[src/rtl/if_fetch_if.sv]
// Instruction-memory bus between the fetch stage (master) and the
// instruction memory (slave): a request/ready handshake with a word address
// going out and the instruction word coming back.
interface if_fetch_if;
   logic        imem_req;
   logic [31:0] imem_addr;
   logic [31:0] imem_rdata;
   logic        imem_ready;

   modport master (
      output imem_req,
      output imem_addr,
      input  imem_rdata,
      input  imem_ready
   );

   modport slave (
      input  imem_req,
      input  imem_addr,
      output imem_rdata,
      output imem_ready
   );
endinterface

[src/rtl/if_fetch.sv]
// Instruction-fetch stage. Owns the PC, fetches over the imem req/ready
// handshake and presents pc_four_1/instr_1 together with the ifwrite/if_flush
// controls for the IF/ID pipeline register. The hazard unit's pcwrite stalls
// the stage, and branch (EX) or jump (ID) requests redirect it.
// Optional build macro IF_ALIGN_CHECK_EN: when defined, a misaligned redirect
// target sets the sticky align_err flag; when undefined, align_err is tied 0.
// In both builds the low two target bits are forced to zero.
module if_fetch #(
   parameter logic [31:0] RESET_PC = 32'h0000_3000
) (
   input  logic        clk,
   input  logic        rst,
   input  logic        pcwrite,
   input  logic        branch_taken,
   input  logic [31:0] branch_target,
   input  logic        jump,
   input  logic [31:0] jump_target,
   if_fetch_if.master  imem,
   output logic [31:0] pc_four_1,
   output logic [31:0] instr_1,
   output logic        ifwrite,
   output logic        if_flush,
   output logic        align_err
);

   typedef enum logic [1:0] {
      S_REQ   = 2'd0,
      S_VALID = 2'd1,
      S_DRAIN = 2'd2
   } state_t;

   state_t      state;
   state_t      state_n;
   logic [31:0] pc;
   logic [31:0] pc_n;
   logic [31:0] drain_addr;
   logic [31:0] drain_addr_n;
   logic [31:0] pc_four_n;
   logic [31:0] instr_n;
   logic        instr_valid;
   logic        valid_n;
   logic        req_c;
   logic [31:0] addr_c;

   logic        redirect;
   logic [31:0] target_raw;
   logic [31:0] target;
   logic [31:0] pc_plus4;

   assign redirect   = branch_taken | jump;
   assign target_raw = branch_taken ? branch_target : jump_target;
   assign target     = target_raw & ~32'h0000_0003;
   assign pc_plus4   = pc + 32'd4;

   // Next-state, next-PC and memory request decode for the fetch FSM.
   always_comb begin
      state_n      = state;
      pc_n         = pc;
      drain_addr_n = drain_addr;
      pc_four_n    = pc_four_1;
      instr_n      = instr_1;
      valid_n      = instr_valid;
      req_c        = 1'b0;
      addr_c       = pc;
      case (state)
         S_REQ: begin
            req_c = 1'b1;
            if (redirect) begin
               pc_n = target;
               if (!imem.imem_ready) begin
                  drain_addr_n = pc;
                  state_n      = S_DRAIN;
               end
            end else if (imem.imem_ready) begin
               instr_n   = imem.imem_rdata;
               pc_four_n = pc_plus4;
               pc_n      = pc_plus4;
               valid_n   = 1'b1;
               state_n   = S_VALID;
            end
         end
         S_VALID: begin
            if (redirect) begin
               valid_n = 1'b0;
               pc_n    = target;
               state_n = S_REQ;
            end else if (pcwrite) begin
               req_c = 1'b1;
               if (imem.imem_ready) begin
                  instr_n   = imem.imem_rdata;
                  pc_four_n = pc_plus4;
                  pc_n      = pc_plus4;
               end else begin
                  valid_n = 1'b0;
                  state_n = S_REQ;
               end
            end
         end
         S_DRAIN: begin
            req_c  = 1'b1;
            addr_c = drain_addr;
            if (redirect) begin
               pc_n = target;
            end
            if (imem.imem_ready) begin
               state_n = S_REQ;
            end
         end
         default: begin
            valid_n = 1'b0;
            state_n = S_REQ;
         end
      endcase
   end

   // State, PC and IF/ID holding registers with synchronous reset.
   always_ff @(posedge clk) begin
      if (rst) begin
         state       <= S_REQ;
         pc          <= RESET_PC;
         drain_addr  <= RESET_PC;
         pc_four_1   <= 32'd0;
         instr_1     <= 32'd0;
         instr_valid <= 1'b0;
      end else begin
         state       <= state_n;
         pc          <= pc_n;
         drain_addr  <= drain_addr_n;
         pc_four_1   <= pc_four_n;
         instr_1     <= instr_n;
         instr_valid <= valid_n;
      end
   end

   assign imem.imem_req  = req_c & ~rst;
   assign imem.imem_addr = addr_c;
   assign ifwrite        = ~rst & instr_valid & pcwrite & ~redirect;
   assign if_flush       = ~rst & (redirect | (pcwrite & ~instr_valid));

`ifdef IF_ALIGN_CHECK_EN
   logic align_err_q;

   // Sticky flag recording any redirect to a non-word-aligned target.
   always_ff @(posedge clk) begin
      if (rst) begin
         align_err_q <= 1'b0;
      end else if (redirect && (target_raw[1:0] != 2'b00)) begin
         align_err_q <= 1'b1;
      end
   end

   assign align_err = align_err_q;
`else
   assign align_err = 1'b0;
`endif

endmodule

[src/flat_wrapper.sv]
// flat-port wrapper written by rule: the top's interface ports become plain ports
module if_fetch_flat 
#(
   parameter logic [31:0] RESET_PC = 32'h0000_3000
)
  (clk, rst, pcwrite, branch_taken, branch_target, jump, jump_target, pc_four_1, instr_1, ifwrite, if_flush, align_err, imem_imem_req, imem_imem_addr, imem_imem_rdata, imem_imem_ready);
  if_fetch_if imem_i ();
  input  logic clk;
  input  logic rst;
  input  logic pcwrite;
  input  logic branch_taken;
  input  logic [31:0] branch_target;
  input  logic jump;
  input  logic [31:0] jump_target;
  output logic [31:0] pc_four_1;
  output logic [31:0] instr_1;
  output logic ifwrite;
  output logic if_flush;
  output logic align_err;
  output wire logic [$bits(imem_i.imem_req)-1:0] imem_imem_req;
  output wire logic [$bits(imem_i.imem_addr)-1:0] imem_imem_addr;
  input wire logic [$bits(imem_i.imem_rdata)-1:0] imem_imem_rdata;
  input wire logic [$bits(imem_i.imem_ready)-1:0] imem_imem_ready;
  assign imem_imem_req = imem_i.imem_req;
  assign imem_imem_addr = imem_i.imem_addr;
  assign imem_i.imem_rdata = imem_imem_rdata;
  assign imem_i.imem_ready = imem_imem_ready;
  if_fetch #(.RESET_PC(RESET_PC)) u_core (.clk(clk), .rst(rst), .pcwrite(pcwrite), .branch_taken(branch_taken), .branch_target(branch_target), .jump(jump), .jump_target(jump_target), .imem(imem_i), .pc_four_1(pc_four_1), .instr_1(instr_1), .ifwrite(ifwrite), .if_flush(if_flush), .align_err(align_err));
endmodule
[config.mk]
export PLATFORM = sky130hd
export DESIGN_NAME = if_fetch_flat
export DESIGN_NICKNAME = d
export VERILOG_FILES = /design/src/rtl/if_fetch_if.sv /design/src/rtl/if_fetch.sv /design/src/flat_wrapper.sv
export SDC_FILE = /design/constraint.sdc
export NUM_CORES = 1
export LEC_CHECK = 0
export CAP_MARGIN = 20
export CORE_UTILIZATION = 51
export DETAILED_ROUTE_END_ITERATION = 7
export PLACE_DENSITY = 0.87
export SLEW_MARGIN = 10
export SYNTH_ARGS = -nofsm -noshare
export SYNTH_HDL_FRONTEND = slang
export SYNTH_SLANG_ARGS = --single-unit
export TNS_END_PERCENT = 5
[constraint.sdc]
create_clock -name clk -period 4.7 [get_ports clk]
set_clock_uncertainty 0.15 [all_clocks]
set_input_delay 0.94 -clock clk [delete_from_list [all_inputs] [get_ports clk]]
set_output_delay 0.94 -clock clk [all_outputs]
set_load 0.02 [all_outputs]
======== Word level (Yosys, flattened, before mapping) ========
Cells that the tools add are included.
word-level totals
  bits in registers ....................... 131
  word-level logic and storage cells ...... 76
operators by class
  add/subtract/negate cells ............... 1
  bitwise operators ....................... 13
  mux-type cells .......................... 35
  reduce and logical (&&, ||, !) cells .... 9
  equal/unequal tests ..................... 12
operator list
  cell                                                 number
  two-way mux 32 bit                                   15
  one-hot mux 32 bit (2 select lines)                  2
  one-hot mux 32 bit (3 select lines)                  1
  adder 32 x 3 -> 32 bit, second input constant        1
  two-way mux 2 bit                                    7
  != test 2 bit, second input constant                 5
  AND reduction 5 bit                                  2
  != test 3 x 2 -> 1 bit, second input constant        3
  two-way mux 1 bit                                    7
  bitwise AND 1 bit                                    6
  one-hot mux 2 bit (3 select lines)                   1
  AND reduction 3 bit                                  2
  inverter 1 bit                                       5
  AND reduction 4 bit                                  1
  != test 3 bit, second input constant                 1
  one-hot mux 1 bit (3 select lines)                   1
  nonzero test 3 bit                                   1
  equality test 2 x 1 -> 1 bit, second input constant  1
  equality test 2 bit, second input constant           1
  zero test 2 bit                                      1
  != test 2 x 1 -> 1 bit, second input constant        1
  OR 1 bit                                             2
  one-hot mux 1 bit (2 select lines)                   1
  nonzero test 2 bit                                   1
  OR reduction 2 bit                                   1

======== Depth between registers and ports, before layout ========
Gate-level depths: netlist (run 1).
  depth after elaboration ................. 5
  depth in mapped cells ................... 8
  gate-level depth less buffers ........... 6

======== Least setup slack after synthesis (run 1) ========
No wires, ideal clock.
  path type ............................... input -> output
  start point ............................. input branch_taken
  end point ............................... output ifwrite
  path slack .............................. 1704 ps
  cell stages on the path ................. 3
  required time ........................... 3610 ps
  arrival time ............................ 1906 ps
  cells stage by stage .................... buf_2 > or2_2 > nor3_1
on the way
  longest elaborated chain between the ends .. 3
RTL lines
  element            line                source
  from (decl)        flat_wrapper.sv:11  input logic branch_taken;
  OR 1 bit           if_fetch.sv:50      assign redirect = branch_taken | jump;
  inverter 1 bit     if_fetch.sv:137     assign ifwrite = ~rst & instr_valid & pcwrite & ~redirect;
  bitwise AND 1 bit  if_fetch.sv:137
  to (decl)          flat_wrapper.sv:17  output logic ifwrite;
No other way between the ends.

======== Final worst setup path (run 1) ========
  start point ............................. register u_core.state[1]
  end point ............................... output imem_imem_addr[3]
on the way
  longest elaborated chain between the ends .. 2
RTL lines
  element                 line                source
  from (decl)             if_fetch.sv:32      state_t state;
  from (signal assigned)  if_fetch.sv:126     state <= state_n;
  equality test 2 bit     if_fetch.sv:65      case (state)
  two-way mux 32 bit      if_fetch.sv:65
  to (decl)               flat_wrapper.sv:21  output wire logic [$bits(imem_i.imem_addr)-1:0] imem_imem_addr;
No other way between the ends.

==> flow_metrics.py, run 1 <==
metrics = {
    "setup_path": {
        "start_kind": "flop",
        "end_kind": "output pin",
        "worstPathRequired_ns": 3.61,
        "r2r_start": "u_core.state[1]$_SDFFE_PP0P_",
        "critPathKind": "flop to output pin",
        "reg2regPathDepth": 7,
        "worstPathArrival_ns": 3.19,
        "cp_max_fo": 22,
        "r2r_slack_ns": 1.26,
        "worstReg2RegEnd": "u_core.pc[7]$_SDFFE_PP0P_",
    },
    "power_and_ir_drop": {
        "power.share.switching": 0.271,
        "power_uw": 3000,
        "intPower_uw": 2190,
        "p_switching_uw": 813,
        "seq_power_share": 0.397,
        "ir_drop_v": 0.000257,
        "power_density_mw_per_mm2": 337,
        "power.leakage_uw": 0.00311,
        "power_frac_comb": 0.172,
        "clkPwrFrac": 0.431,
    },
    "clock_tree": {
        "cts_tree": "yes",
        "htree_levels": 4,
        "clockBufferDepth": 2,
        "worst_skew_pair.late_latency_ns": 0.43,
        "cts_sinks": 125,
        "post_cts_resized": 0,
        "postCtsSetupRepairBufs": 0,
        "hold_buffers": 0,
        "cts_buffers": 17,
        "cts.reportedPaths.clkPinSlew_ns": 0.05,
        "root_buffer": "clkbuf_16",
    },
    "logic_synthesis": {
        "synth_cells": 812,
        "ys_seq_area_frac": 0.390,
        "async_flop_share": 0,
        "ys_seq_elements": 125,
        "avgSynthCellArea_um2": 7.90,
        "synth.distinct_cells": 54,
        "syn_area_mm2": 0.00641,
        "synth-edff-count": 0,
        "yosys_warnings": 0,
        "synth_ff_type": "dfxtp_1",
    },
    "timing": {
        "min_period_ns": 4.28,
        "fmax_mhz": 234,
        "tightest_slew_ns": 0.995,
        "relSlewSlack": 0.336,
        "final-hold-violation-count": 0,
        "setup_viol": 0,
        "rsz0062_at_grt": "no",
        "maxSlewViolCount": 0,
        "setup-tns-final_ns": 0,
        "fin_crit_sh": 0.911,
    },
    "placement": {
        "dpl.cell_count": 1104,
        "gp_congestion": 0.829,
        "dp_hpwl_mm": 12.6,
        "numPortBuffers": 192,
    },
    "finish": {
        "instances_no_fill": 1137,
        "seqCellArea_mm2": 0.00250,
        "fill_cells": 904,
        "syn_to_final_growth_pct": 39.0,
        "fin_nets": 1059,
        "multi_input_area_mm2": 0.00355,
        "antennaDiodeCount": 0,
        "final_util": 0.736,
        "drive_gt1_frac": 0.0970,
    },
    "worst_hold_path": {
        "min_delay_path_depth": 2,
        "min_from": "u_core.drain_addr[15]$_SDFFE_PP0P_",
        "min_path_type": "flop to flop",
        "min_to": "u_core.drain_addr[15]$_SDFFE_PP0P_",
    },
    "global_routing": {
        "overflow": 0,
        "grt_use_total": 0.294,
        "grt_pass1_wl_mm": 29.9,
        "grt_pass1_vias": 6153,
        "grt_max_degree": 97,
        "antenna_found_initial": 0,
    },
    "drt": {
        "drt-initial-drc-count": 632,
        "via_per_inst": 5.68,
        "wl_mm": 19.0,
        "drc": 0,
        "route.vias.total": 6456,
        "firstDrtPassIters": 6,
        "wire_per_inst_um": 16.7,
        "antenna_left": 0,
    },
    "die": {
        "fp.dieW_um": 114,
        "io_pins": 202,
        "dieHeight_um": 114,
        "dieArea_mm2": 0.0130,
        "rows": 40,
        "core_area_mm2": 0.0121,
        "start_util": 0.529,
    },
    "run": {
        "drv_cap": 0,
    },
    "outcome": {
        "status": "finished clean",
    },
}
[synthesized netlist by cell type (3+ instances only)]
| master | n | area (um2) |
|---|---|---|
| or3_1 | 10 | 62.6 |
| buf_2 | 24 | 120 |
| nand4_1 | 9 | 56.3 |
| nor4_2 | 3 | 37.5 |
| a211oi_1 | 40 | 300 |
| inv_1 | 7 | 26.3 |
| nor3b_1 | 3 | 22.5 |
| nor4_1 | 8 | 50.1 |
| buf_4 | 7 | 52.6 |
| nand2_1 | 155 | 582 |
| a31oi_1 | 16 | 100 |
| nor2b_1 | 3 | 18.8 |
| and4_1 | 3 | 26.3 |
| nor2_1 | 64 | 240 |
| a21oi_1 | 91 | 455 |
| clkbuf_1 | 45 | 169 |
| nor3_1 | 7 | 35.0 |
| nand2b_1 | 5 | 31.3 |
| dfxtp_1 | 125 | 2500 |
| o21ai_0 | 36 | 180 |
| nor3_2 | 3 | 30.0 |
| nand3_1 | 25 | 125 |
| xnor2_1 | 13 | 114 |
| mux2i_1 | 27 | 270 |
| buf_1 | 6 | 22.5 |
| xor2_1 | 14 | 123 |
| mux2_2 | 27 | 304 |
| or4_1 | 3 | 22.5 |
[layout by cell type, fill, tap and decap left out, drive strengths merged, types with 3 or more instances in the layout]
cell type | synthesis | final
clkdlybuf4s50 | 0 | 190
nand2 | 155 | 155
dfxtp | 125 | 125
a21oi | 91 | 91
nor2 | 65 | 65
a211oi | 40 | 40
o21ai | 36 | 36
nand3 | 28 | 28
mux2 | 27 | 27
mux2i | 27 | 27
clkbuf | 46 | 21
a31oi | 16 | 16
xor2 | 14 | 14
buf | 37 | 14
xnor2 | 13 | 13
nor4 | 13 | 13
nand4 | 11 | 11
nor3 | 11 | 11
or3 | 10 | 10
inv | 7 | 7
clkinv | 0 | 6
nand2b | 5 | 5
conb | 1 | 5
and4 | 4 | 4
or4 | 3 | 3
nor3b | 3 | 3
clkinvlp | 0 | 3
nor2b | 3 | 3
[power by group through the flow]
stage | Combinational (uW) | Clock, uW | Sequential [uW]
floorplan | 294 | 0 | 1190
global placement | 498 | 0 | 1210
detailed placement | 504 | 0 | 1210
CTS | 511 | 1300 | 1190
global route | 552 | 1350 | 1200
finish | 516 | 1290 | 1190
[cell type report]
class                      instances  area share
clock buffer                      21      0.0528
clock inverter                    11      0.0131
inverter                           7     0.00295
multi-input combinational        601       0.398
sequential                       125       0.281
tap                              168      0.0236
timing repair buffer             204       0.229
[sequential cells by signal (all words and copies together), names as in the netlist]
name and count:
u_core.pc 30, u_core.instr_1 32, u_core.instr_valid 1, u_core.drain_addr 30, u_core.pc_four_1 30, u_core.state 2
[worst max-delay path, stage by stage, from the launching register on]
cell and delay (ns):
dfxtp_1 0.79, nor2b_4 0.63, buf_4 0.41, mux2_2 0.37, clkdlybuf4s50_1 0.56
[worst max path at each step]
stage | endpoint | from | depth (start not counted)
6_report | imem_imem_addr[3] | u_core.state[1]$_SDFFE_PP0P_ | 4
5_1_grt | imem_imem_addr[3] | u_core.state[1]$_SDFFE_PP0P_ | 4
4_1_cts | imem_imem_addr[11] | u_core.state[1]$_SDFFE_PP0P_ | 4
3_5_place_dp | ifwrite | jump | 4
3_3_place_gp | ifwrite | jump | 4
2_1_floorplan | ifwrite | branch_taken | 3
[logic make-up after synthesis]
kind of cell,Yosys count,synth area share
and+or+nand+nor,320,0.243
AOI/OAI and AO/OA,194,0.176
DFF,125,0.390
buffers and inverters,90,0.0617
muxes,54,0.0896
xor gates and xnor gates,27,0.0369
adders and majority gates,1,0.00195
other,1,0.000585
[through the flow]
| stage | area, um2 | hold slack, ns | worst slack, ns |
|---|---|---|---|
| global route | 8910 | 0.315 | 0.307 |
| floorplan | 6430 | 0.283 | 1.70 |
| CTS | 8880 | 0.302 | 0.472 |
| finish | 8910 | 0.302 | 0.420 |
| detailed placement | 8290 | 0.296 | 0.892 |
| global placement | 8290 | 0.288 | 0.907 |
[metal layers]
layer	wire length [um]	track usage	share of wire	vias up
met1	7350	0.346	0.39	2957
met4	565	0.145	0.030	0
met2	9160	0.490	0.48	340
li1	-	-	-	3110
met5	0	0	0	-
met3	1890	0.0884	0.10	49
No activity file was read; power rests on OpenSTA's default activity.
==> inputs of run 2 (changes only) <==
- PLACE_DENSITY: 0.87 -> 0.95
- SKIP_LAST_GASP: default -> 1
==> run 2 against run 1 <==
Against the previous run:
- global-route usage shrank 0.38 points
- combinational power up 0.8%
- largest power group unchanged
- sequential power is essentially flat
- clock-buffer cell count rose by 3
- first-iteration DRC count is 30% higher
- flip-flop and latch count stayed put
- critical path type unchanged
- clock power is 4% higher
==> flow_metrics.py, run 2 (synthesis gave the netlist of run 1 again) <==
metrics = {
    "drt": {
        "antenna_left": 0,
        "drc": 0,
        "firstDrtPassIters": 6,
        "via_per_inst": 5.80,
        "wl_mm": 19.0,
        "drt-initial-drc-count": 822,
        "wire_per_inst_um": 16.7,
        "route.vias.total": 6598,
    },
    "worst_hold_path": {
        "min_path_type": "flop to flop",
        "min_delay_path_depth": 2,
    },
    "setup_path": {
        "crit_chain": "nor2b_4 > buf_4 > mux2_2 > clkdlybuf4s50_1",
        "cp_max_fo": 25,
        "r2r_slack_ns": 1.94,
        "start_kind": "flop",
        "end_kind": "output pin",
        "worst_path_max_delay_cell": "dfxtp_1",
        "reg2regPathDepth": 6,
        "critPathKind": "flop to output pin",
        "crit_buf_inv": 2,
        "crit_family": "buffers and inverters",
        "worstPathArrival_ns": 2.84,
        "path_depth": 4,
        "worstPathRequired_ns": 3.61,
        "max_stage_delay_ns": 0.57,
    },
    "finish": {
        "antennaDiodeCount": 0,
        "seqCellArea_mm2": 0.00250,
        "top_register": "u_core.instr_1",
        "final_cell_mix": "clkdlybuf4s50_1 (190), nand2_1 (155), dfxtp_1 (125)",
        "mostFrequentLayoutCell": "clkdlybuf4s50_1",
        "fill_cells": 853,
        "largest_reg_flops": 32,
        "syn_to_final_growth_pct": 39.5,
        "multi_input_area_mm2": 0.00355,
        "drive_gt1_frac": 0.0959,
        "fin_nets": 1061,
    },
    "clock_tree": {
        "post_cts_resized": 0,
        "htree_levels": 4,
        "root_buffer": "clkbuf_16",
        "postCtsSetupRepairBufs": 0,
        "cts_tree": "yes",
        "cts_sinks": 125,
        "cts_buffers": 17,
        "clockBufferDepth": 2,
        "cts.reportedPaths.clkPinSlew_ns": 0.05,
        "worst_skew_pair.late_latency_ns": 0.42,
        "hold_buffers": 0,
    },
    "global_routing": {
        "grt_pass1_wl_mm": 29.9,
        "grt_max_degree": 91,
        "antenna_found_initial": 0,
        "overflow": 0,
        "grt_pass1_vias": 6137,
        "grt_use_total": 0.291,
    },
    "die": {
        "core_area_mm2": 0.0121,
        "rows": 40,
        "fp.dieW_um": 114,
        "dieArea_mm2": 0.0130,
        "io_pins": 202,
        "dieHeight_um": 114,
        "start_util": 0.529,
    },
    "placement": {
        "dp_slack_ns": 0.436,
        "numPortBuffers": 192,
        "gp_congestion": 0.882,
        "dp_hpwl_mm": 12.6,
    },
    "outcome": {
        "status": "finished clean",
    },
    "power_and_ir_drop": {
        "ir_drop_v": 0.000287,
        "power.leakage_uw": 0.00314,
        "power_density_mw_per_mm2": 341,
    },
    "timing": {
        "setup-tns-final_ns": 0,
        "relSlewSlack": 0.386,
        "setup_ws_ns": 0.769,
        "fin_crit_sh": 0.836,
        "fmax_mhz": 254,
        "min_period_ns": 3.93,
        "rsz0062_at_grt": "no",
        "setup_viol": 0,
        "tightest_slew_ns": 0.920,
        "holdWs_ns": 0.301,
        "final-hold-violation-count": 0,
        "maxSlewViolCount": 0,
    },
    "run": {
        "drv_cap": 0,
    },
}
run 2: where the power goes:
| group | switching (uW) | internal (uW) | total, uW |
|---|---|---|---|
| Clock | 457 | 883 | 1340 |
| Combinational | 266 | 254 | 520 |
| Sequential | 72.9 | 1120 | 1190 |
run 2: stage by stage:
stage / instance area [um2] / utilization / power, uW / cells
2_1_floorplan: 6430 / - / 1490 / 816
3_3_place_gp: 8300 / 0.685 / 1700 / 1105
3_5_place_dp: 8300 / 0.685 / 1720 / 1105
4_1_cts: 8900 / 0.735 / 3040 / 1136
5_1_grt: 8940 / 0.738 / 3150 / 1138
6_report: 8940 / 0.738 / 3050 / 1138
run 2: area by class of cell:
class / count / share of cell area
Sequential cell: 125 / 0.280
Clock buffer: 24 / 0.0550
Tap cell: 168 / 0.0235
Clock inverter: 7 / 0.0123
Multi-Input combinational cell: 601 / 0.397
Timing Repair Buffer: 206 / 0.230
Inverter: 7 / 0.00294
run 2: per-layer routing:
layer,global-route usage,up-vias,share of wire
met5,0,-,0
met4,0.134,0,0.033
met3,0.0715,58,0.087
met2,0.481,369,0.48
met1,0.357,3060,0.40
li1,-,3111,-
run 2: worst paths after layout:
| path | from | to |
|---|---|---|
| setup / recovery | u_core.state[0]$_SDFFE_PP0P_ | imem_imem_addr[27] |
| setup reg to reg | u_core.state[0]$_SDFFE_PP0P_ | u_core.pc[9]$_SDFFE_PP0P_ |
| hold / removal | u_core.instr_1[18]$_SDFFE_PP0P_ | u_core.instr_1[18]$_SDFFE_PP0P_ |
| hold reg to reg | u_core.instr_1[18]$_SDFFE_PP0P_ | u_core.instr_1[18]$_SDFFE_PP0P_ |
run 2: worst register-to-register path: cells and delay by family (launching register included):
kind / cells / cell delay (ns)
AOI/OAI and AO/OA: 2 / 0.28
and+or+nand+nor: 3 / 0.96
DFF: 1 / 0.86
buffers and inverters: 1 / 0.35
==> inputs of run 3 (changes only) <==
- CORE_UTILIZATION: 51 -> 47
- PLACE_DENSITY: 0.95 -> 0.92
- clock period: 4.7 -> 3.8 ns (I/O delays scaled with it)
==> run 3 against run 2 <==
Against the previous run:
- flip-flop and latch count unchanged
- die area up 8.4%
- power up 22%
- cell area up 0.49%
- register-to-register slack worse by 0.68 ns
- setup slack worse by 0.29 ns
- clock power up 19%
- sequential power up 24%
- highest routed layer unchanged
==> flow_metrics.py, run 3 (synthesis gave the netlist of run 1 again) <==
metrics = {
    "outcome": {
        "status": "finished clean",
    },
    "placement": {
        "gp_congestion": 0.851,
        "numPortBuffers": 192,
        "dp_hpwl_mm": 13.2,
    },
    "setup_path": {
        "r2r_start": "u_core.pc[2]$_SDFFE_PP0P_",
        "crit_chain": "clkdlybuf4s50_1 > or2_2 > nor3_1 > clkdlybuf4s50_1",
        "start_kind": "input port",
        "cpMostUsedCell": "clkdlybuf4s50_1",
        "max_stage_delay_ns": 0.66,
        "cp_max_fo": 4,
        "worstPathArrival_ns": 2.41,
        "worst_path_max_delay_cell": "clkdlybuf4s50_1",
        "critPathLaunch": "jump",
        "worstPathRequired_ns": 2.89,
        "critPathKind": "input port to output pin",
        "end_kind": "output pin",
    },
    "clock_tree": {
        "post_cts_resized": 0,
        "hold_buffers": 0,
        "htree_levels": 4,
        "cts_sinks": 125,
        "cts_buffers": 17,
        "cts_tree": "yes",
        "postCtsSetupRepairBufs": 0,
        "worst_skew_pair.late_latency_ns": 0.42,
        "cts.reportedPaths.clkPinSlew_ns": 0.06,
        "root_buffer": "clkbuf_16",
        "clockBufferDepth": 2,
    },
    "global_routing": {
        "grt_pass1_vias": 6139,
        "grt_use_total": 0.269,
        "busiest_layer": "met2",
        "use_met3": 0.0849,
        "antenna_found_initial": 0,
        "grt_max_degree": 64,
        "grt_pass1_wl_mm": 29.9,
        "overflow": 0,
        "use_met2": 0.454,
        "grt_util_met1": 0.308,
    },
    "die": {
        "io_pins": 202,
        "start_util": 0.482,
        "core_area_mm2": 0.0133,
        "dieHeight_um": 119,
        "rows": 42,
        "dieArea_mm2": 0.0141,
        "fp.dieW_um": 119,
    },
    "drt": {
        "drc": 0,
        "antenna_left": 0,
        "via_per_inst": 5.65,
        "drt-initial-drc-count": 524,
        "firstDrtPassIters": 7,
        "wl_mm": 19.0,
        "route.vias.total": 6540,
        "wire_per_inst_um": 16.5,
    },
    "power_and_ir_drop": {
        "power.leakage_uw": 0.00316,
        "ir_drop_v": 0.000330,
        "power_density_mw_per_mm2": 413,
    },
    "finish": {
        "mostFrequentLayoutCell": "clkdlybuf4s50_1",
        "final_util": 0.676,
        "syn_to_final_growth_pct": 40.2,
        "fill_cells": 1029,
        "drive_gt1_frac": 0.109,
        "fin_nets": 1071,
        "multi_input_area_mm2": 0.00355,
        "final_cell_mix": "clkdlybuf4s50_1 (190), nand2_1 (155), dfxtp_1 (125)",
        "seqCellArea_mm2": 0.00250,
        "top_register": "u_core.instr_1",
        "largest_reg_flops": 32,
        "antennaDiodeCount": 0,
    },
    "timing": {
        "relSlewSlack": 0.543,
        "fmax_mhz": 301,
        "fin_crit_sh": 0.875,
        "min_period_ns": 3.32,
        "rsz0062_at_grt": "no",
        "maxSlewViolCount": 0,
        "tightest_slew_ns": 0.685,
        "setup-tns-final_ns": 0,
        "final-hold-violation-count": 0,
        "setup_viol": 0,
    },
    "run": {
        "drv_cap": 0,
    },
    "worst_hold_path": {
        "min_from": "u_core.instr_1[10]$_SDFFE_PP0P_",
        "min_path_type": "flop to flop",
    },
}
-- run 3: area by class of cell --
cell class	count	share of cell area
clock buffer	18	0.0489
clock inverter	14	0.0162
inverter	7	0.00292
multi-input combinational	601	0.395
sequential	125	0.278
tap	176	0.0245
timing repair buffer	216	0.234
-- run 3: final timing paths --
check                                    endpoint  slack (ns)  cells past startpoint
setup / recovery                          ifwrite        0.48                      4
hold / removal    u_core.instr_1[10]$_SDFFE_PP0P_        0.30                      2
setup reg to reg       u_core.pc[30]$_SDFFE_PP0P_        1.26                      6
hold reg to reg   u_core.instr_1[10]$_SDFFE_PP0P_        0.30                      2
-- run 3: per-layer routing --
metal | vias up | wire length, um
met5 | - | 0
li1 | 3134 | -
met2 | 329 | 9180
met4 | 0 | 545
met3 | 49 | 1750
met1 | 3028 | 7580
-- run 3: critical path: cells and delay by family --
kind                   cells  cell delay [ns]
buffers and inverters      2             1.12
AND/OR/NAND/NOR            2             0.54
-- run 3: stage by stage --
stage	instances	power, uW	area (um2)	setup slack (ns)	hold WS [ns]
floorplan	816	1840	6430	1.16	0.283
global placement	1125	2120	8400	0.438	0.287
detailed placement	1125	2140	8400	0.475	0.295
CTS	1157	3720	8990	0.471	0.302
global route	1157	3840	8990	0.427	0.318
finish	1157	3720	8990	0.475	0.301
-- run 3: power by group --
part	total, uW	switching [uW]	internal [uW]	leakage, uW
Clock	1600	617	980	0.000278
Sequential	1470	87.2	1380	0.00102
Combinational	651	332	318	0.00186
